<file path="src/rtl/aud_pkg.sv">
// Shared types and constants for the audio DAC player.
// Holds the player state encoding, the default bit-clock divider and the half-frame length.
package aud_pkg;

    typedef enum logic [2:0] {
        IDLE,
        PRIME,
        LEFT,
        RIGHT,
        DONE
    } aud_state_e;

    localparam int BCLK_DIV  = 48;
    localparam int HALF_BITS = 16;

endpackage

</file>
<file path="src/rtl/aud_bclk_gen.sv">
// Free-running codec bit-clock generator.
// Drives BCLK low for the first half of each period, high for the second, and pulses tick on the falling edge.
module aud_bclk_gen #(
    parameter int BCLK_DIV = aud_pkg::BCLK_DIV
) (
    input  logic clk,
    input  logic rst_n,
    output logic bclk,
    output logic tick
);

    localparam int CW = $clog2(BCLK_DIV);
    localparam logic [CW-1:0] HALF = CW'(BCLK_DIV / 2);
    localparam logic [CW-1:0] LAST = CW'(BCLK_DIV - 1);

    logic [CW-1:0] cnt;

    always_ff @(posedge clk or negedge rst_n) begin
        if (!rst_n) begin
            cnt <= '0;
        end else if (cnt == LAST) begin
            cnt <= '0;
        end else begin
            cnt <= cnt + 1'b1;
        end
    end

    assign bclk = (cnt >= HALF);
    // tick marks the last count, so flops updated on it change together with BCLK falling
    assign tick = (cnt == LAST);

endmodule

</file>
<file path="src/rtl/aud_dac_player.sv">
// Plays samples from memory range [AUD_ADDR1, AUD_ADDR2) to an I2S-style codec, one sample per frame.
// Build option AUD_MONO_DUP_EN: right half repeats the left sample; otherwise the right half is zero.
module aud_dac_player #(
    parameter int SAMPLE_W = 16,
    parameter int ADDR_W   = 18,
    parameter int BCLK_DIV = aud_pkg::BCLK_DIV
) (
    input  logic                MCLK,
    input  logic                reset,
    input  logic                enable,
    input  logic [ADDR_W-1:0]   AUD_ADDR1,
    input  logic [ADDR_W-1:0]   AUD_ADDR2,
    output logic [ADDR_W-1:0]   MEM_ADDR,
    output logic                MEM_RD,
    input  logic [SAMPLE_W-1:0] MEM_DATA,
    output logic                AUD_BCLK,
    output logic                AUD_DACLRCK,
    output logic                AUD_DACDAT,
    output logic                busy,
    output logic                done
);

    import aud_pkg::*;

    localparam int CNT_W = $clog2(HALF_BITS);
    localparam logic [CNT_W-1:0] LAST_BIT = CNT_W'(HALF_BITS - 1);

    aud_state_e          state, state_next;
    logic                tick;
    logic [ADDR_W-1:0]   ptr, end_addr;
    logic                loaded, prefetched, rd_d1;
    logic [SAMPLE_W-1:0] sample_buf, shreg;
    logic [CNT_W-1:0]    bit_cnt;
    logic                start, enter_left, enter_right, shift, stop;
`ifdef AUD_MONO_DUP_EN
    logic [SAMPLE_W-1:0] cur;
`endif

    aud_bclk_gen #(.BCLK_DIV(BCLK_DIV)) u_bclk (
        .clk   (MCLK),
        .rst_n (reset),
        .bclk  (AUD_BCLK),
        .tick  (tick)
    );

    always_ff @(posedge MCLK or negedge reset) begin
        if (!reset) state <= IDLE;
        else        state <= state_next;
    end

    always_comb begin
        state_next = state;
        if (tick) begin
            case (state)
                IDLE:  if (enable) state_next = (loaded || (AUD_ADDR1 < AUD_ADDR2)) ? PRIME : DONE;
                PRIME: state_next = LEFT;
                LEFT:  if (bit_cnt == LAST_BIT) state_next = RIGHT;
                RIGHT: if (bit_cnt == LAST_BIT) begin
                           if (prefetched)           state_next = LEFT;
                           else if (ptr == end_addr) state_next = DONE;
                           else                      state_next = IDLE;
                       end
                DONE:  if (!enable) state_next = IDLE;
                default: state_next = IDLE;
            endcase
        end
    end

    assign start       = tick && (state == IDLE) && enable;
    assign enter_left  = tick && (state != LEFT) && (state_next == LEFT);
    assign enter_right = tick && (state == LEFT) && (state_next == RIGHT);
    assign shift       = tick && (state == state_next) && ((state == LEFT) || (state == RIGHT));
    assign stop        = tick && (state == RIGHT) && ((state_next == IDLE) || (state_next == DONE));

    always_ff @(posedge MCLK or negedge reset) begin
        if (!reset) begin
            ptr         <= '0;
            end_addr    <= '0;
            loaded      <= 1'b0;
            prefetched  <= 1'b0;
            rd_d1       <= 1'b0;
            sample_buf  <= '0;
            shreg       <= '0;
            bit_cnt     <= '0;
            MEM_ADDR    <= '0;
            MEM_RD      <= 1'b0;
            AUD_DACLRCK <= 1'b1;
            AUD_DACDAT  <= 1'b0;
            busy        <= 1'b0;
            done        <= 1'b0;
`ifdef AUD_MONO_DUP_EN
            cur         <= '0;
`endif
        end else begin
            MEM_RD <= 1'b0;
            // read data is valid two edges after the strobe edge
            rd_d1  <= MEM_RD;
            if (rd_d1) sample_buf <= MEM_DATA;

            if (start) begin
                if (!loaded) begin
                    ptr      <= AUD_ADDR1;
                    end_addr <= AUD_ADDR2;
                    loaded   <= 1'b1;
                end
                if (state_next == PRIME) begin
                    MEM_RD   <= 1'b1;
                    MEM_ADDR <= loaded ? ptr : AUD_ADDR1;
                    busy     <= 1'b1;
                end else begin
                    done <= 1'b1;
                    busy <= 1'b0;
                end
            end

            if (enter_left) begin
                AUD_DACLRCK <= 1'b0;
                AUD_DACDAT  <= sample_buf[SAMPLE_W-1];
                shreg       <= sample_buf << 1;
                ptr         <= ptr + 1'b1;
                prefetched  <= 1'b0;
                bit_cnt     <= '0;
`ifdef AUD_MONO_DUP_EN
                cur         <= sample_buf;
`endif
            end

            if (shift) begin
                bit_cnt    <= bit_cnt + 1'b1;
                AUD_DACDAT <= shreg[SAMPLE_W-1];
                shreg      <= shreg << 1;
            end

            if (enter_right) begin
                bit_cnt     <= '0;
                AUD_DACLRCK <= 1'b1;
`ifdef AUD_MONO_DUP_EN
                AUD_DACDAT  <= cur[SAMPLE_W-1];
                shreg       <= cur << 1;
`else
                AUD_DACDAT  <= 1'b0;
                shreg       <= '0;
`endif
                if (enable && (ptr < end_addr)) begin
                    MEM_RD     <= 1'b1;
                    MEM_ADDR   <= ptr;
                    prefetched <= 1'b1;
                end
            end

            if (stop) begin
                bit_cnt    <= '0;
                AUD_DACDAT <= 1'b0;
                busy       <= 1'b0;
                if (state_next == DONE) done <= 1'b1;
            end

            if (tick && (state == DONE) && !enable) begin
                loaded <= 1'b0;
                done   <= 1'b0;
            end
        end
    end

endmodule

</file>
<file path="config.mk">
export PLATFORM = sky130hd
export DESIGN_NAME = aud_dac_player
export DESIGN_NICKNAME = d
export VERILOG_FILES = /design/src/rtl/aud_pkg.sv /design/src/rtl/aud_bclk_gen.sv /design/src/rtl/aud_dac_player.sv
export SDC_FILE = /design/constraint.sdc
export NUM_CORES = 1
export LEC_CHECK = 0
export ABC_AREA = 1
export CELL_PAD_IN_SITES_DETAIL_PLACEMENT = 1
export CELL_PAD_IN_SITES_GLOBAL_PLACEMENT = 1
export CORE_UTILIZATION = 35
export CTS_BUF_LIST = sky130_fd_sc_hd__clkbuf_16
export DETAILED_ROUTE_END_ITERATION = 10
export PLACE_DENSITY = 0.7
export SYNTH_ARGS = -nofsm -noshare
export SYNTH_HDL_FRONTEND = slang
export SYNTH_SLANG_ARGS = --single-unit
</file>
<file path="constraint.sdc">
create_clock -name MCLK -period 4.25 [get_ports MCLK]
set_clock_uncertainty 0.05 [all_clocks]
set_input_delay 0.6375 -clock MCLK [delete_from_list [all_inputs] [get_ports MCLK]]
set_output_delay 0.6375 -clock MCLK [all_outputs]
set_load 0.02 [all_outputs]
</file>
Word-level counts from Yosys, hierarchy flattened
Cells that the tools add are included.
{"block": "op_classes", "bitwise_logic": 1, "muxes": 46, "n_reduce_logical": 26, "add_sub_neg": 3, "magnitude_cmp": 3, "eq_ne": 13}
{"operator": "$mux W18", "n": 7}
{"operator": "$mux W16", "n": 3}
{"operator": "$lt A18 B18 Y1", "n": 2}
{"operator": "$mux W3", "n": 8}
{"operator": "$mux W1", "n": 22}
{"operator": "$add A18 B1 Y18 const B", "n": 1}
{"operator": "$eq A18 B18 Y1", "n": 1}
{"operator": "$mux W4", "n": 4}
{"operator": "$pmux W3 S5", "n": 1}
{"operator": "$logic_and A1 B1 Y1", "n": 13}
{"operator": "$eq A3 B2 Y1 const B", "n": 4}
{"operator": "$reduce_bool A2 Y1", "n": 4}
{"operator": "$add A6 B1 Y6 const B", "n": 1}
{"operator": "$eq A3 B1 Y1 const B", "n": 2}
{"operator": "$eq A3 B3 Y1 const B", "n": 2}
{"operator": "$eq A6 B6 Y1 const B", "n": 1}
{"operator": "$ge A6 B5 Y1 const B", "n": 1}
{"operator": "$logic_not A3 Y1", "n": 2}
{"operator": "$mux W6", "n": 1}
{"operator": "$add A4 B1 Y4 const B", "n": 1}
{"operator": "$eq A4 B4 Y1 const B", "n": 1}
{"operator": "$reduce_bool A4 Y1", "n": 1}
{"operator": "$eq A3 B3 Y1", "n": 1}
{"operator": "$logic_or A1 B1 Y1", "n": 3}
{"operator": "5 further kinds", "n": 5}
{"block": "word_totals", "output_inout_bits": 24, "reg_bits": 107, "word_cells": 108}

Logic depth before layout (Yosys ltp)
Gate-level depths: netlist (run 1).
{"block": "logic_depth", "word_depth": 12, "ltp_mapped": 21}

Modules after synthesis
From an unflattened synthesis (run 1), not the netlist that was laid out.
{"block": "unflattened", "cells_unflattened": 845, "area_unflattened_um2": 6475.0}
{"mod": "aud_dac_player", "instances": 1, "seq_area_each_um2": 2503.7, "area_per_inst_um2": 6184.7, "cells_per_inst": 812}
{"mod": "aud_bclk_gen", "instances": 1, "seq_area_each_um2": 150.1, "area_per_inst_um2": 290.3, "cells_per_inst": 33}

Worst setup path after synthesis (run 1)
No wires, ideal clock.
{"block": "synth_path", "kind": "input port to flip-flop", "from": "in AUD_ADDR2[9]", "to": "reg MEM_ADDR[14]", "stages": 17, "slack_ns": 1.792, "arrival_time_ns": 2.343, "required_ns": 4.135, "cell_sequence": "inv_1 > ha_1 > a21o_1 > nor2_1 > nand2_1 > nand2_1 > nand3_1 > nand2_1 > nand2_1 > nand2_2 > nand2_4 > nand2_8 > nand3_4 > nor3_4 > buf_6 > nand2_1 > nand2_1"}
{"block": "synth_via", "elab_chain_len": 11, "elab_cells_between_ends": 13, "classes_between": "1 x order compare; 2 x eq/ne; 8 x mux; 2 x reduce/logical"}
{"item": "start, declared", "line_no": "aud_dac_player.sv:12", "rtl": "input logic [ADDR_W-1:0] AUD_ADDR2,"}
{"item": "$lt A18 B18 Y1 (*)", "line_no": "aud_dac_player.sv:55", "rtl": "IDLE: if (enable) state_next = (loaded || (AUD_ADDR1 < AUD_ADDR2)) ? PRIME : DONE;"}
{"item": "$logic_or A1 B1 Y1 (*)", "line_no": "aud_dac_player.sv:55"}
{"item": "$mux W3 (*) (2 in a row)", "line_no": "aud_dac_player.sv:55"}
{"item": "$pmux W3 S5 (*)", "line_no": "aud_dac_player.sv:54", "rtl": "case (state)"}
{"item": "$mux W3 (*)", "line_no": "aud_dac_player.sv:53", "rtl": "if (tick) begin"}
{"item": "via state_next[0]", "line_no": "aud_dac_player.sv:28", "rtl": "aud_state_e state, state_next;"}
{"item": "$eq A3 B1 Y1", "line_no": "aud_dac_player.sv:106", "rtl": "if (state_next == PRIME) begin"}
{"item": "$mux W18", "line_no": "aud_dac_player.sv:106"}
{"item": "$mux W18", "line_no": "aud_dac_player.sv:100", "rtl": "if (start) begin"}
{"item": "$mux W18", "line_no": "aud_dac_player.sv:144", "rtl": "if (enable && (ptr < end_addr)) begin"}
{"item": "$mux W18 (*)", "line_no": "aud_dac_player.sv:134", "rtl": "if (enter_right) begin"}
{"item": "end signal, assigned", "line_no": "aud_dac_player.sv:108", "rtl": "MEM_ADDR <= loaded ? ptr : AUD_ADDR1;"}
{"item": "end signal, assigned", "line_no": "aud_dac_player.sv:146", "rtl": "MEM_ADDR <= ptr;"}
{"item": "end, declared", "line_no": "aud_dac_player.sv:13", "rtl": "output logic [ADDR_W-1:0] MEM_ADDR,"}
Mark *: on every way through the listed nets, which the timed path passes. The rest lies on a longest branch.
A chain may end at the register's enable or synchronous reset.

Worst setup path after layout (run 1)
{"block": "layout_path", "from": "reg u_bclk.cnt[0]", "to": "reg end_addr[3]"}
{"block": "layout_via", "elab_chain_len": 4}
{"item": "start, declared", "line_no": "aud_bclk_gen.sv:16", "rtl": "logic [CW-1:0] cnt;"}
{"item": "start signal, assigned", "line_no": "aud_bclk_gen.sv:24", "rtl": "cnt <= cnt + 1'b1;"}
{"item": "$eq A6 B6 Y1", "line_no": "aud_bclk_gen.sv:30", "rtl": "assign tick = (cnt == LAST);"}
{"item": "$logic_and A1 B1 Y1 (2 in a row)", "line_no": "aud_dac_player.sv:69", "rtl": "assign start = tick && (state == IDLE) && enable;"}
{"item": "$reduce_and A2 Y1 (no line)"}
{"item": "end signal, assigned", "line_no": "aud_dac_player.sv:78", "rtl": "end_addr <= '0;"}
{"item": "end signal, assigned", "line_no": "aud_dac_player.sv:103", "rtl": "end_addr <= AUD_ADDR2;"}
{"item": "end, declared", "line_no": "aud_dac_player.sv:30", "rtl": "logic [ADDR_W-1:0] ptr, end_addr;"}
No other way between the ends.

==> results_tabular.tex, run 1 <==
\begin{tabular}{lr}
\hline
Metric & Value \\
\hline
\multicolumn{2}{l}{\textbf{Layout}} \\
\quad Diode insertion count for antenna repair & 0 \\
\quad Count of filler cells inserted in the layout & between 2000 and 2500 \\
\quad Area taken by multi-input logic gates & 3095 um\^{}2 \\
\quad Combined flip-flop and latch cell area & 2654 um\^{}2 \\
\quad Layout cell share with drive strength beyond 1 & 0.06869 \\
\quad Syn-to-layout area delta & 19.72\% \\
\quad \# nets final & 977 \\
\quad Post-route insts no fill & 1117 \\
\multicolumn{2}{l}{\textbf{Clock network}} \\
\quad Root Buffer & sky130\_fd\_sc\_hd\_\_clkbuf\_16 \\
\quad Number of hold buffers added after CTS & 0 \\
\quad Worst-Skew Late Latency & 0.36 ns \\
\quad Buffer depth of the longest clock path & 2 \\
\quad TritonCTS clock tree & done \\
\quad Depth of the CTS H-tree & 3 \\
\quad Number of clock buffers inserted by TritonCTS & 9 \\
\quad Post-CTS setup-driven buffer insertion count & 0 \\
\quad Total clock sinks & around 110 \\
\quad Number of gates resized after CTS & 0 \\
\quad Clock transition at the register clock pins on the worst setup and hold paths after CTS & 0.07 ns \\
\multicolumn{2}{l}{\textbf{Outcome}} \\
\quad Run status & finished, final reports clean \\
\multicolumn{2}{l}{\textbf{Synthesis}} \\
\quad Largest family of logic cells by synthesized area & simple AND/OR/NAND/NOR gates \\
\quad Basic-gate share of the synthesized area counting and, or, nand and nor cells & 0.2535 \\
\quad Number of warnings issued by yosys & 0 \\
\quad Compound-Gate Fraction of Synth Area & 0.1202 \\
\quad Part of the Yosys area used for sequential elements & 0.4120 \\
\quad Yosys cell types & 52 \\
\quad Proportion of synthesized area in mux cells & 0.006605 \\
\quad Flip-flop and latch count after synthesis & 106 \\
\quad Number of cells produced by synthesis & 816 \\
\quad Xor and xnor area share after synthesis & 0.02448 \\
\quad Synthesized Nets & 910 \\
\quad Adder and majority gate portion of the synthesized area & 0.07576 \\
\quad Total standard cell area after synthesis & 6441 um\^{}2 \\
\quad Mapped Avg Cell Area & $\sim$7.9 um\^{}2 \\
\multicolumn{2}{l}{\textbf{Pwr}} \\
\quad Sw Pwr & 0.4603 mW \\
\quad Clock group share of total power & 0.440 \\
\quad Combinational fraction of design power & 0.067 \\
\quad Pint & 1.586 mW \\
\quad Switching share of power & 0.2249 \\
\quad Pwr/cell area & 265.4 nW/um\^{}2 \\
\quad Lkg Pwr & 3.634 nW \\
\quad Max rail drop VDD & between 150 and 200 uV \\
\quad Part of the power in registers & 0.493 \\
\multicolumn{2}{l}{\textbf{Placement}} \\
\quad Weighted congestion reported at the end of routability-driven placement & approximately 0.8 \\
\quad Placed instance count & 1101 \\
\quad Number of buffers inserted by port buffering & just under 80 \\
\quad Total half-perimeter wirelength after legalization and detailed placement & $\sim$13 mm \\
\multicolumn{2}{l}{\textbf{Critical path}} \\
\quad Worst setup path startpoint & u\_bclk.cnt[0] \\
\quad Critical-path maximum fanout & 36 \\
\quad WS Path Type & reg2reg \\
\quad Data required time at the worst endpoint & 4.45 ns \\
\quad Crit. End Element & flop \\
\quad Nature of the critical path startpoint & flop \\
\quad Stage delay of the slowest cell on the critical path & 0.82 ns \\
\quad Startpoint of the worst register-to-register path & u\_bclk.cnt[0] \\
\quad Cell repeated most along the worst path & sky130\_fd\_sc\_hd\_\_nor2\_2 \\
\quad CP max-delay cell & sky130\_fd\_sc\_hd\_\_nand2\_1 \\
\quad Chain of cells forming the critical path & ha\_1, nand3\_1, nor2\_2, inv\_2, nor2\_8, inv\_4, nor2\_2, nand2\_1, o21ai\_0 \\
\quad Crit path DAT & 3.39 ns \\
\multicolumn{2}{l}{\textbf{STA}} \\
\quad Final Max Tran Viols & 0 \\
\quad Final critical delay including setup and external delays & between 3 and 4 ns \\
\quad Highest achievable clock rate & 0.3130 GHz \\
\quad Setup Viol. Count Final & 0 \\
\quad Slew of the pin with the lowest slew margin & 1.045 ns \\
\quad Final period util & 0.7517 \\
\quad Slew margin rel. & 0.3014 \\
\quad Final number of hold-violating endpoints & 0 \\
\quad Unrepaired setup endpoints after global routing & false \\
\quad Final total negative setup slack & 0 ns \\
\multicolumn{2}{l}{\textbf{Run}} \\
\quad Number of maximum-capacitance violations & 0 \\
\multicolumn{2}{l}{\textbf{Floorplanning}} \\
\quad Core area & about 18000 um\^{}2 \\
\quad Die Wd & 137.7 um \\
\quad Number of placement rows & just under 50 \\
\quad Starting Density & 0.3574 \\
\quad Die ar. & 18950 um\^{}2 \\
\quad Top Ports & 79 \\
\quad Height of the die & 137.7 um \\
\multicolumn{2}{l}{\textbf{Drt}} \\
\quad Length of the first detailed-routing pass in iterations & 4 \\
\quad Total wire length after detailed routing & 16.81 mm \\
\quad Remaining routing DRC violations & 0 \\
\quad 1st-iter DRT viols & 295 \\
\quad Total via count after detailed routing & 5486 \\
\quad Remaining number of nets flagged by the antenna check after routing & 0 \\
\quad Via-to-Cell Ratio & between 4 and 5 \\
\quad Average routed wire per standard cell & approximately 15 um \\
\multicolumn{2}{l}{\textbf{Global route}} \\
\quad Residual overflow from global routing & 0 \\
\quad Global-route wire length before repair & 28.08 mm \\
\quad Largest net degree at the start of global routing & 70 \\
\quad Antenna violations before repair & 0 \\
\quad Vias in the first global route & about 5600 \\
\quad Total Routing Usage GR & 0.1915 \\
\multicolumn{2}{l}{\textbf{Min path}} \\
\quad Type of the tightest min-delay check & in2async \\
\hline
\end{tabular}
[registers in the layout, indices dropped and copies added (netlist names)]
signal and flops:
shreg 15, done 1, state 3, sample_buf 16, MEM_RD 1, loaded 1
end_addr 18, ptr 18, rd_d1 1, AUD_DACDAT 1, busy 1, MEM_ADDR 18
AUD_DACLRCK 1, u_bclk.cnt 6, prefetched 1, bit_cnt 4
[placed cells by master, fill, tap and decap left out, types with 2 or more instances in the layout]
| cell | Yosys | routed |
|---|---|---|
| sky130_fd_sc_hd__a211oi_1 | 3 | 3 |
| sky130_fd_sc_hd__a21oi_1 | 16 | 16 |
| sky130_fd_sc_hd__a21oi_4 | 2 | 2 |
| sky130_fd_sc_hd__buf_4 | 2 | 10 |
| sky130_fd_sc_hd__bufinv_16 | 0 | 2 |
| sky130_fd_sc_hd__clkbuf_16 | 0 | 9 |
| sky130_fd_sc_hd__clkdlybuf4s50_1 | 0 | 77 |
| sky130_fd_sc_hd__dfrtp_1 | 105 | 105 |
| sky130_fd_sc_hd__ha_1 | 39 | 39 |
| sky130_fd_sc_hd__inv_1 | 125 | 127 |
| sky130_fd_sc_hd__inv_2 | 8 | 8 |
| sky130_fd_sc_hd__inv_4 | 2 | 2 |
| sky130_fd_sc_hd__mux2_2 | 2 | 2 |
| sky130_fd_sc_hd__mux2i_1 | 2 | 2 |
| sky130_fd_sc_hd__nand2_1 | 202 | 202 |
| sky130_fd_sc_hd__nand2_2 | 2 | 2 |
| sky130_fd_sc_hd__nand2_4 | 4 | 4 |
| sky130_fd_sc_hd__nand3_1 | 56 | 56 |
| sky130_fd_sc_hd__nand4_1 | 36 | 36 |
| sky130_fd_sc_hd__nor2_1 | 27 | 27 |
| sky130_fd_sc_hd__nor2_2 | 3 | 3 |
| sky130_fd_sc_hd__nor2_4 | 2 | 2 |
| sky130_fd_sc_hd__nor3_1 | 4 | 4 |
| sky130_fd_sc_hd__nor4_1 | 2 | 2 |
| sky130_fd_sc_hd__o211ai_1 | 2 | 2 |
| sky130_fd_sc_hd__o21ai_0 | 73 | 73 |
| sky130_fd_sc_hd__o21ai_1 | 20 | 20 |
| sky130_fd_sc_hd__o221ai_1 | 9 | 9 |
| sky130_fd_sc_hd__xnor2_1 | 2 | 2 |
| sky130_fd_sc_hd__xor2_1 | 16 | 16 |
[logic make-up after synthesis]
logic type / after synthesis
AOI/OAI and AO/OA: 134
and+or+nand+nor: 348
adders and majority gates: 39
muxes: 4
DFF: 106
buffers and inverters: 167
xor gates and xnor gates: 18
[power groups by stage]
stage	clock, mW	sequential [mW]	combinational, mW
6_report	0.901	1.01	0.137
5_1_grt	0.956	1.01	0.157
4_1_cts	0.927	1.01	0.141
3_5_place_dp	0	1.03	0.141
3_3_place_gp	0	1.03	0.139
2_1_floorplan	0	1.03	0.0459
[worst paths after layout]
kind | depth (start not counted) | end | slack [ns]
setup reg to reg | 9 | end_addr[3] | 1.06
hold reg to reg | 0 | rd_d1 | 0.38
hold / removal | 1 | sample_buf[1] | 0.35
max in group asynchronous | 2 | MEM_ADDR[7] | 2.93
min in group MCLK | 0 | rd_d1 | 0.38
setup / recovery | 9 | end_addr[3] | 1.06
[synth_stat cells (all sizes together)]
| library cell | n | area [um^2] |
|---|---|---|
| nor3b | 1 | 7.510 |
| dfrtp | 105 | 2628 |
| dfstp | 1 | 26.28 |
| nand3b | 1 | 7.510 |
| o221ai | 9 | 78.83 |
| a211oi | 3 | 22.52 |
| a21o | 1 | 7.510 |
| o2111ai | 1 | 8.760 |
| o21bai | 1 | 7.510 |
| clkinv | 1 | 3.750 |
| o31ai | 1 | 7.510 |
| inv | 135 | 511.7 |
| o21ai | 93 | 465.5 |
| clkbuf | 16 | 60.06 |
| mux2i | 2 | 20.02 |
| ha | 39 | 488.0 |
| a21oi | 19 | 121.4 |
| nand2 | 209 | 835.8 |
| xnor2 | 2 | 17.52 |
| nand3 | 58 | 307.8 |
| o211ai | 3 | 27.52 |
| nor4 | 2 | 12.51 |
| nor2 | 33 | 162.7 |
| o22ai | 1 | 6.260 |
| nor3 | 6 | 46.30 |
| nand4 | 37 | 246.5 |
| a311oi | 1 | 15.01 |
| a31oi | 1 | 6.260 |
| buf | 15 | 116.4 |
| or2 | 1 | 6.260 |
| mux2 | 2 | 22.52 |
| xor2 | 16 | 140.1 |
[metrics by stage]
step	utilization	setup WS [ns]	total power [mW]	hold slack, ns	instance area [um^2]
after floorplan	-	1.792	1.074	0.2919	6441
after global placement	0.4104	0.7451	1.168	0.3634	7397
after detailed placement	0.4104	0.6813	1.169	0.3827	7397
after CTS	0.4278	1.040	2.077	0.3961	7711
after global routing	0.4278	0.6885	2.122	0.4116	7711
final	0.4278	1.055	2.047	0.3536	7711
[routing by layer]
layer	wire (um)	track usage	vias to the layer above
met5	0	0	-
met4	163	0.05128	0
met3	447	0.02686	12
met2	8011	0.3160	72
met1	8184	0.2605	2605
li1	-	-	2797
[area by class of cell]
cell class	instances	area share
clock buffers	9	0.02921
clock inverters	7	0.01152
multi-input cells	543	0.4014
inverters	136	0.06685
well taps	229	0.03716
repair buffers	87	0.1097
flip-flops and latches	106	0.3442
[critical path, delay by kind of cell, from the launching register on]
| kind | cells | cell delay (ns) |
|---|---|---|
| compound gates | 1 | 0.41 |
| fa+ha+maj | 1 | 0.20 |
| buf+inv | 2 | 0.19 |
| flops | 1 | 0.39 |
| simple gates | 5 | 1.84 |
Note: power is estimated with default switching activity, not from simulation.
==> run 2: changes to the inputs <==
- PLACE_DENSITY: 0.7 -> 0.73
- clock period: 4.25 -> 2.93 ns (I/O delays scaled with it)
==> run 2 against run 1 <==
  * Worst setup slack worse by 0.84 ns
  * Power grew 42%
  * Critical endpoint is now MEM_ADDR[7]
  * First-iteration DRC count is 18% higher
  * Critical path depth increased by 8
  * Largest power group unchanged
  * Sequential power grew 45%
  * Global-route usage rose by 0.85 points
  * Register-to-register slack got worse by 0.58 ns
==> results_tabular.tex, run 2 (synthesis results as in run 1) <==
\begin{tabular}{lr}
\hline
Metric & Value \\
\hline
\multicolumn{2}{l}{\textbf{Clock network}} \\
\quad Number of clock buffers inserted by TritonCTS & 9 (unchanged) \\
\quad TritonCTS clock tree & done \\
\quad Depth of the CTS H-tree & 3 (unchanged) \\
\quad Buffer depth of the longest clock path & 2 (unchanged) \\
\quad Total clock sinks & 106 (unchanged) \\
\quad Root Buffer & sky130\_fd\_sc\_hd\_\_clkbuf\_16 \\
\quad Worst-Skew Late Latency & 0.36 ns (about the same) \\
\quad Clock transition at the register clock pins on the worst setup and hold paths after CTS & 0.07 ns (about the same) \\
\quad Post-CTS setup-driven buffer insertion count & 0 (unchanged) \\
\multicolumn{2}{l}{\textbf{STA}} \\
\quad Final total negative setup slack & 0 ns (unchanged) \\
\quad Unrepaired setup endpoints after global routing & false \\
\quad Slew margin rel. & 0.4682 (+0.1668) \\
\quad Slew of the pin with the lowest slew margin & 0.7977 ns (-0.2476 ns) \\
\quad Final period util & 0.9259 \\
\quad Highest achievable clock rate & 0.3686 GHz \\
\quad Setup Viol. Count Final & 0 (unchanged) \\
\quad Final critical delay including setup and external delays & 2.713 ns \\
\quad Final Max Tran Viols & 0 (unchanged) \\
\quad Worst hold margin & 0.3319 ns (-0.02175 ns) \\
\quad Final number of hold-violating endpoints & 0 (unchanged) \\
\multicolumn{2}{l}{\textbf{Floorplanning}} \\
\quad Die ar. & 18950 um\^{}2 (unchanged) \\
\quad Core area & 18020 um\^{}2 (unchanged) \\
\quad Height of the die & 137.7 um (unchanged) \\
\quad Number of placement rows & 49 (unchanged) \\
\quad Die Wd & 137.7 um (unchanged) \\
\quad Starting Density & 0.3574 (unchanged) \\
\quad Top Ports & 79 (unchanged) \\
\multicolumn{2}{l}{\textbf{Critical path}} \\
\quad Critical-path maximum fanout & 9 (-75\%) \\
\quad End of the worst register-to-register path & MEM\_ADDR[7] \\
\quad Crit. End Element & flop \\
\quad Setup slack on the worst flop-to-flop path & 0.48 ns (-0.58 ns) \\
\quad Startpoint of the worst register-to-register path & ptr[3] \\
\quad Nature of the critical path startpoint & input pin \\
\quad Number of cell instances on the worst register-to-register path & 13 (+4) \\
\quad Crit path DAT & 2.91 ns (-0.48 ns) \\
\quad Data required time at the worst endpoint & 3.13 ns (-1.32 ns) \\
\quad WS Path Type & in2reg \\
\multicolumn{2}{l}{\textbf{Layout}} \\
\quad Layout cell share with drive strength beyond 1 & 0.1058 (+0.03714) \\
\quad Diode insertion count for antenna repair & 0 (unchanged) \\
\quad Highest-count cells in the layout ignoring fill and taps & 202 x sky130\_fd\_sc\_hd\_\_nand2\_1, 126 x sky130\_fd\_sc\_hd\_\_inv\_1, 105 x sky130\_fd\_sc\_hd\_\_dfrtp\_1, 77 x sky130\_fd\_sc\_hd\_\_clkdlybuf4s50\_1, 73 x sky130\_fd\_sc\_hd\_\_o21ai\_0 \\
\quad Count of filler cells inserted in the layout & 2241 (+1.2\%) \\
\quad \# nets final & 1015 (+3.9\%) \\
\quad Largest registers & MEM\_ADDR (18), end\_addr (18), ptr (18) \\
\quad Post-route insts no fill & 1155 (+3.4\%) \\
\quad Most common library cell in the layout ignoring fill and taps & sky130\_fd\_sc\_hd\_\_nand2\_1 \\
\quad Syn-to-layout area delta & 24.77\% \\
\multicolumn{2}{l}{\textbf{Drt}} \\
\quad Remaining routing DRC violations & 0 (unchanged) \\
\quad Average routed wire per standard cell & 15.28 um (+1.5\%) \\
\quad Remaining number of nets flagged by the antenna check after routing & 0 (unchanged) \\
\quad Total wire length after detailed routing & 17.65 mm (+5.0\%) \\
\quad Via-to-Cell Ratio & 5.015 (+2.1\%) \\
\quad Length of the first detailed-routing pass in iterations & 5 (+1) \\
\quad 1st-iter DRT viols & 348 (+18\%) \\
\quad Total via count after detailed routing & 5792 (+5.6\%) \\
\multicolumn{2}{l}{\textbf{Placement}} \\
\quad Placed instance count & 1138 (+3.4\%) \\
\quad Number of buffers inserted by port buffering & 78 (unchanged) \\
\quad Total half-perimeter wirelength after legalization and detailed placement & 13.51 mm (+7.9\%) \\
\quad Weighted congestion reported at the end of routability-driven placement & 0.8603 (+6.8\%) \\
\multicolumn{2}{l}{\textbf{Pwr}} \\
\quad Lkg Pwr & 3.824 nW (+5.2\%) \\
\quad Pwr/cell area & 361.2 nW/um\^{}2 (+36\%) \\
\quad Max rail drop VDD & 283.8 uV (+49\%) \\
\multicolumn{2}{l}{\textbf{Min path}} \\
\quad Type of the tightest min-delay check & reg2reg \\
\quad Worst Hold Path Cells & 0 \\
\quad Origin of the worst min-delay path & MEM\_RD \\
\quad End of the worst hold path & rd\_d1 \\
\multicolumn{2}{l}{\textbf{Global route}} \\
\quad Global-route wire length before repair & 29.15 mm (+3.8\%) \\
\quad Antenna violations before repair & 0 (unchanged) \\
\quad Largest net degree at the start of global routing & 54 (-23\%) \\
\quad Vias in the first global route & 5866 (+3.9\%) \\
\quad Total Routing Usage GR & 0.2000 (+0.008516) \\
\quad Residual overflow from global routing & 0 (unchanged) \\
\multicolumn{2}{l}{\textbf{Run}} \\
\quad Number of maximum-capacitance violations & 0 (unchanged) \\
\multicolumn{2}{l}{\textbf{Outcome}} \\
\quad Run status & finished, final reports clean \\
\hline
\end{tabular}
run 2: routing by layer:
metal  share of wire  routed length (um)  track usage  vias up
met5               0                   0            0        -
met2            0.48                8520       0.3456      118
li1                -                   -            -     2874
met4           0.016                 291      0.06593        0
met1            0.46                8175       0.2544     2780
met3           0.037                 658      0.02833       20
run 2: final cells by class:
cell class	instances	area (um^2)	share of cell area
inverter	136	518.0	0.06446
tap	229	286.5	0.03565
sequential	106	2654	0.3302
clock buffer	9	225.2	0.02802
clock inverter	7	61.31	0.007629
timing repair buffer	125	1196	0.1488
multi-input combinational	543	3095	0.3852
run 2: timing repair:
action                                  4_1_cts  5_1_grt
gates resized for setup                       0        1
hold buffers                                  1        0
endpoints found under the hold margin        25        0
endpoints found under the setup margin        0        6
run 2: where the power goes:
part / switching (mW) / leakage [nW] / internal [mW] / total, mW
sequential: 0.000158 / 1.17 / 1.46 / 1.46
clock: 0.565 / 0.148 / 0.655 / 1.22
combinational: 0.109 / 2.50 / 0.111 / 0.220
run 2: metrics by stage:
step | power, mW | cell area [um^2] | setup WS, ns | util
5_1_grt | 3.006 | 8036 | 0.02381 | 0.4459
3_5_place_dp | 1.715 | 7737 | -0.2184 | 0.4293
3_3_place_gp | 1.710 | 7737 | -0.07814 | 0.4293
2_1_floorplan | 1.558 | 6441 | 0.6701 | -
4_1_cts | 2.938 | 8034 | 0.1564 | 0.4457
6_report | 2.903 | 8036 | 0.2170 | 0.4459
run 2: how the worst max path moves through the flow:
stage / startpoint / endpoint / slack [ns] / cells after the start
finish: AUD_ADDR2[13] / MEM_ADDR[7] / 0.22 / 17
global route: AUD_ADDR2[13] / MEM_ADDR[5] / 0.02 / 17
CTS: AUD_ADDR2[17] / shreg[12] / 0.16 / 19
detailed placement: AUD_ADDR2[17] / shreg[12] / -0.22 / 19
global placement: AUD_ADDR2[13] / shreg[15] / -0.08 / 19
floorplan: AUD_ADDR2[9] / MEM_ADDR[14] / 0.67 / 17
run 2: worst max-delay path, cell delays in order:
cell                              delay (ns)
sky130_fd_sc_hd__clkdlybuf4s50_1        0.45
sky130_fd_sc_hd__inv_1                  0.05
sky130_fd_sc_hd__ha_1                   0.28
sky130_fd_sc_hd__a21oi_1                0.18
sky130_fd_sc_hd__nand2_1                0.10
sky130_fd_sc_hd__a21oi_1                0.16
sky130_fd_sc_hd__nand3_1                0.19
sky130_fd_sc_hd__nand2_1                0.11
sky130_fd_sc_hd__nand2_1                0.09
sky130_fd_sc_hd__nand2_2                0.11
sky130_fd_sc_hd__nand2_4                0.10
sky130_fd_sc_hd__nand2_8                0.10
sky130_fd_sc_hd__buf_4                  0.11
sky130_fd_sc_hd__nand3_2                0.08
sky130_fd_sc_hd__buf_4                  0.19
sky130_fd_sc_hd__nand3_1                0.11
sky130_fd_sc_hd__nand2_1                0.06
==> run 3: changes to the inputs <==
- CELL_PAD_IN_SITES_GLOBAL_PLACEMENT: 1 -> 2
- CORE_UTILIZATION: 35 -> 30
- PLACE_DENSITY: 0.73 -> 0.78
==> run 3 against run 2 <==
  * Non-clock buffer count shrank 1
  * Clock-buffer cell count is the same
  * Via count shrank 1.2%
  * Final area grew 0.31%
  * First-iteration DRC count shrank 43%
  * Clock power shrank 5%
  * Fmax grew 2.1%
  * Sequential share of layout area shrank 0.10 points
  * Combinational power is essentially flat
  * Critical path type unchanged
==> results_tabular.tex, run 3 (synthesis results as in run 1) <==
\begin{tabular}{lr}
\hline
Metric & Value \\
\hline
\multicolumn{2}{l}{\textbf{Clock network}} \\
\quad Number of hold buffers added after CTS & 0 (-1) \\
\quad Clock transition at the register clock pins on the worst setup and hold paths after CTS & 0.07 ns (about the same) \\
\quad TritonCTS clock tree & done \\
\quad Buffer depth of the longest clock path & 2 (unchanged) \\
\quad Total clock sinks & 106 (unchanged) \\
\quad Worst-Skew Late Latency & 0.36 ns (about the same) \\
\quad Depth of the CTS H-tree & 3 (unchanged) \\
\quad Root Buffer & sky130\_fd\_sc\_hd\_\_clkbuf\_16 \\
\quad Number of clock buffers inserted by TritonCTS & 9 (unchanged) \\
\multicolumn{2}{l}{\textbf{Outcome}} \\
\quad Run status & finished, final reports clean \\
\multicolumn{2}{l}{\textbf{Critical path}} \\
\quad Chain of cells forming the critical path & clkdlybuf4s50\_1, inv\_1, ha\_1, nand2\_1, inv\_1, nand3\_1, nor2\_1, nand3b\_1, nand3\_1, nand2\_1, nand2\_1, nand2\_2, nand2\_4, nand2\_8, buf\_4, nand3\_2, buf\_12, nand3\_1, nand2\_1 \\
\quad Cell repeated most along the worst path & sky130\_fd\_sc\_hd\_\_nand2\_1 \\
\quad End of the worst register-to-register path & ptr[17] \\
\quad Crit path DAT & 2.90 ns (about the same) \\
\quad Number of cell instances on the worst register-to-register path & 8 (-5) \\
\quad Crit. End Element & flop \\
\quad Startpoint of the worst register-to-register path & ptr[2] \\
\quad Data required time at the worst endpoint & 3.17 ns (+0.04 ns) \\
\quad Critical-path maximum fanout & 18 (+9) \\
\quad Largest delay share family, worst path & simple AND/OR/NAND/NOR gates \\
\quad Setup slack on the worst flop-to-flop path & 0.37 ns (-0.11 ns) \\
\quad CP max-delay cell & sky130\_fd\_sc\_hd\_\_clkdlybuf4s50\_1 \\
\quad Total buffers and inverters traversed by the critical path & 5 (+1) \\
\quad Nature of the critical path startpoint & input pin \\
\quad Stage delay of the slowest cell on the critical path & 0.46 ns (about the same) \\
\quad WS Path Type & in2reg \\
\multicolumn{2}{l}{\textbf{Placement}} \\
\quad Total half-perimeter wirelength after legalization and detailed placement & 13.56 mm (+0.40\%) \\
\quad Placed instance count & 1184 (+4.0\%) \\
\quad Weighted congestion reported at the end of routability-driven placement & 0.7778 (-9.6\%) \\
\quad Number of buffers inserted by port buffering & 78 (unchanged) \\
\multicolumn{2}{l}{\textbf{Floorplanning}} \\
\quad Die Wd & 148.5 um (+7.9\%) \\
\quad Starting Density & 0.3064 (-0.05094) \\
\quad Top Ports & 79 (unchanged) \\
\quad Height of the die & 148.5 um (+7.9\%) \\
\quad Die ar. & 22060 um\^{}2 (+16\%) \\
\quad Number of placement rows & 53 (+8.2\%) \\
\quad Core area & 21020 um\^{}2 (+17\%) \\
\multicolumn{2}{l}{\textbf{STA}} \\
\quad Final period util & 0.9068 (-0.01911) \\
\quad Final critical delay including setup and external delays & 2.657 ns (-0.05598 ns) \\
\quad Slew margin rel. & 0.4297 (-0.03851) \\
\quad Unrepaired setup endpoints after global routing & false \\
\quad Highest achievable clock rate & 0.3764 GHz (+2.1\%) \\
\quad Final Max Tran Viols & 0 (unchanged) \\
\quad Slew of the pin with the lowest slew margin & 0.8555 ns (+0.05777 ns) \\
\quad Setup Viol. Count Final & 0 (unchanged) \\
\quad Worst hold margin & 0.04776 ns (-0.2841 ns) \\
\quad Final number of hold-violating endpoints & 0 (unchanged) \\
\multicolumn{2}{l}{\textbf{Layout}} \\
\quad Largest registers & MEM\_ADDR (18), end\_addr (18), ptr (18) \\
\quad Post-route insts no fill & 1199 (+3.8\%) \\
\quad Combined flip-flop and latch cell area & 2654 um\^{}2 (unchanged) \\
\quad Most common library cell in the layout ignoring fill and taps & sky130\_fd\_sc\_hd\_\_nand2\_1 \\
\quad Diode insertion count for antenna repair & 0 (unchanged) \\
\quad \# nets final & 1014 (-0.099\%) \\
\quad Area taken by multi-input logic gates & 3095 um\^{}2 (unchanged) \\
\quad Syn-to-layout area delta & 25.16\% \\
\quad Layout cell share with drive strength beyond 1 & 0.1050 (-0.0008532) \\
\quad Highest-count cells in the layout ignoring fill and taps & 202 x sky130\_fd\_sc\_hd\_\_nand2\_1, 127 x sky130\_fd\_sc\_hd\_\_inv\_1, 105 x sky130\_fd\_sc\_hd\_\_dfrtp\_1, 77 x sky130\_fd\_sc\_hd\_\_clkdlybuf4s50\_1, 73 x sky130\_fd\_sc\_hd\_\_o21ai\_0 \\
\quad Count of filler cells inserted in the layout & 2529 (+13\%) \\
\multicolumn{2}{l}{\textbf{Drt}} \\
\quad Remaining number of nets flagged by the antenna check after routing & 0 (unchanged) \\
\quad Via-to-Cell Ratio & 4.771 (-4.9\%) \\
\quad Average routed wire per standard cell & 15.14 um (-0.87\%) \\
\quad Remaining routing DRC violations & 0 (unchanged) \\
\quad Total wire length after detailed routing & 18.16 mm (+2.9\%) \\
\quad Total via count after detailed routing & 5720 (-1.2\%) \\
\quad 1st-iter DRT viols & 198 (-43\%) \\
\quad Length of the first detailed-routing pass in iterations & 4 (-1) \\
\multicolumn{2}{l}{\textbf{Pwr}} \\
\quad Final total power & 2.837 mW (-2.3\%) \\
\quad Pwr/cell area & 352.0 nW/um\^{}2 (-2.6\%) \\
\quad Lkg Pwr & 3.808 nW (-0.42\%) \\
\quad Max rail drop VDD & 184.3 uV (-35\%) \\
\multicolumn{2}{l}{\textbf{Global route}} \\
\quad Largest net degree at the start of global routing & 49 (-9.3\%) \\
\quad Global-route wire length before repair & 30.93 mm (+6.1\%) \\
\quad Residual overflow from global routing & 0 (unchanged) \\
\quad Vias in the first global route & 5958 (+1.6\%) \\
\quad Total Routing Usage GR & 0.1781 (-0.02183) \\
\quad Antenna violations before repair & 0 (unchanged) \\
\multicolumn{2}{l}{\textbf{Min path}} \\
\quad Type of the tightest min-delay check & in2async \\
\multicolumn{2}{l}{\textbf{Run}} \\
\quad Number of maximum-capacitance violations & 0 (unchanged) \\
\hline
\end{tabular}
[run 3: how the worst max path moves through the flow]
stage          slack, ns           end           from  cells past startpoint
2_1_floorplan       0.67  MEM_ADDR[14]   AUD_ADDR2[9]                     17
3_3_place_gp       -0.13     shreg[12]  AUD_ADDR2[17]                     19
3_5_place_dp       -0.23      shreg[7]  AUD_ADDR2[17]                     19
4_1_cts             0.13     shreg[11]  AUD_ADDR2[17]                     19
5_1_grt             0.01   MEM_ADDR[3]  AUD_ADDR2[11]                     18
6_report            0.27   MEM_ADDR[1]  AUD_ADDR2[17]                     19
[run 3: layout make-up]
cell class,count,area share
sequential,106,0.3292
clock inverter,6,0.004501
clock buffer,9,0.02794
tap,275,0.04268
inverter,136,0.06457
multi-input combinational,543,0.3840
timing repair buffer,124,0.1471
[run 3: power breakdown]
| group | switching [mW] | internal (mW) |
|---|---|---|
| sequential | 0.000343 | 1.46 |
| combinational | 0.107 | 0.111 |
| clock | 0.588 | 0.569 |
[run 3: what timing repair did]
| action | in CTS | in global routing |
|---|---|---|
| gates resized for setup | 0 | 3 |
| setup endpoints to repair | 0 | 14 |
| buffers inserted | 0 | 0 |
[run 3: layer usage]
metal | vias to the layer above | global-route usage | part of all wire
li1 | 2863 | - | -
met3 | 15 | 0.02270 | 0.025
met2 | 80 | 0.2970 | 0.47
met5 | - | 0 | 0
met1 | 2762 | 0.2401 | 0.49
met4 | 0 | 0.05206 | 0.014
[run 3: metrics by stage]
| step | setup slack, ns | cell area, um^2 | TNS, ns | util |
|---|---|---|---|---|
| final | 0.2730 | 8061 | 0 | 0.3835 |
| after global routing | 0.01152 | 8061 | 0 | 0.3835 |
| after CTS | 0.1311 | 8056 | 0 | 0.3833 |
| after detailed placement | -0.2259 | 7795 | -6.138 | 0.3708 |
| after global placement | -0.1281 | 7795 | -2.547 | 0.3708 |
| after floorplan | 0.6701 | 6441 | 0 | - |
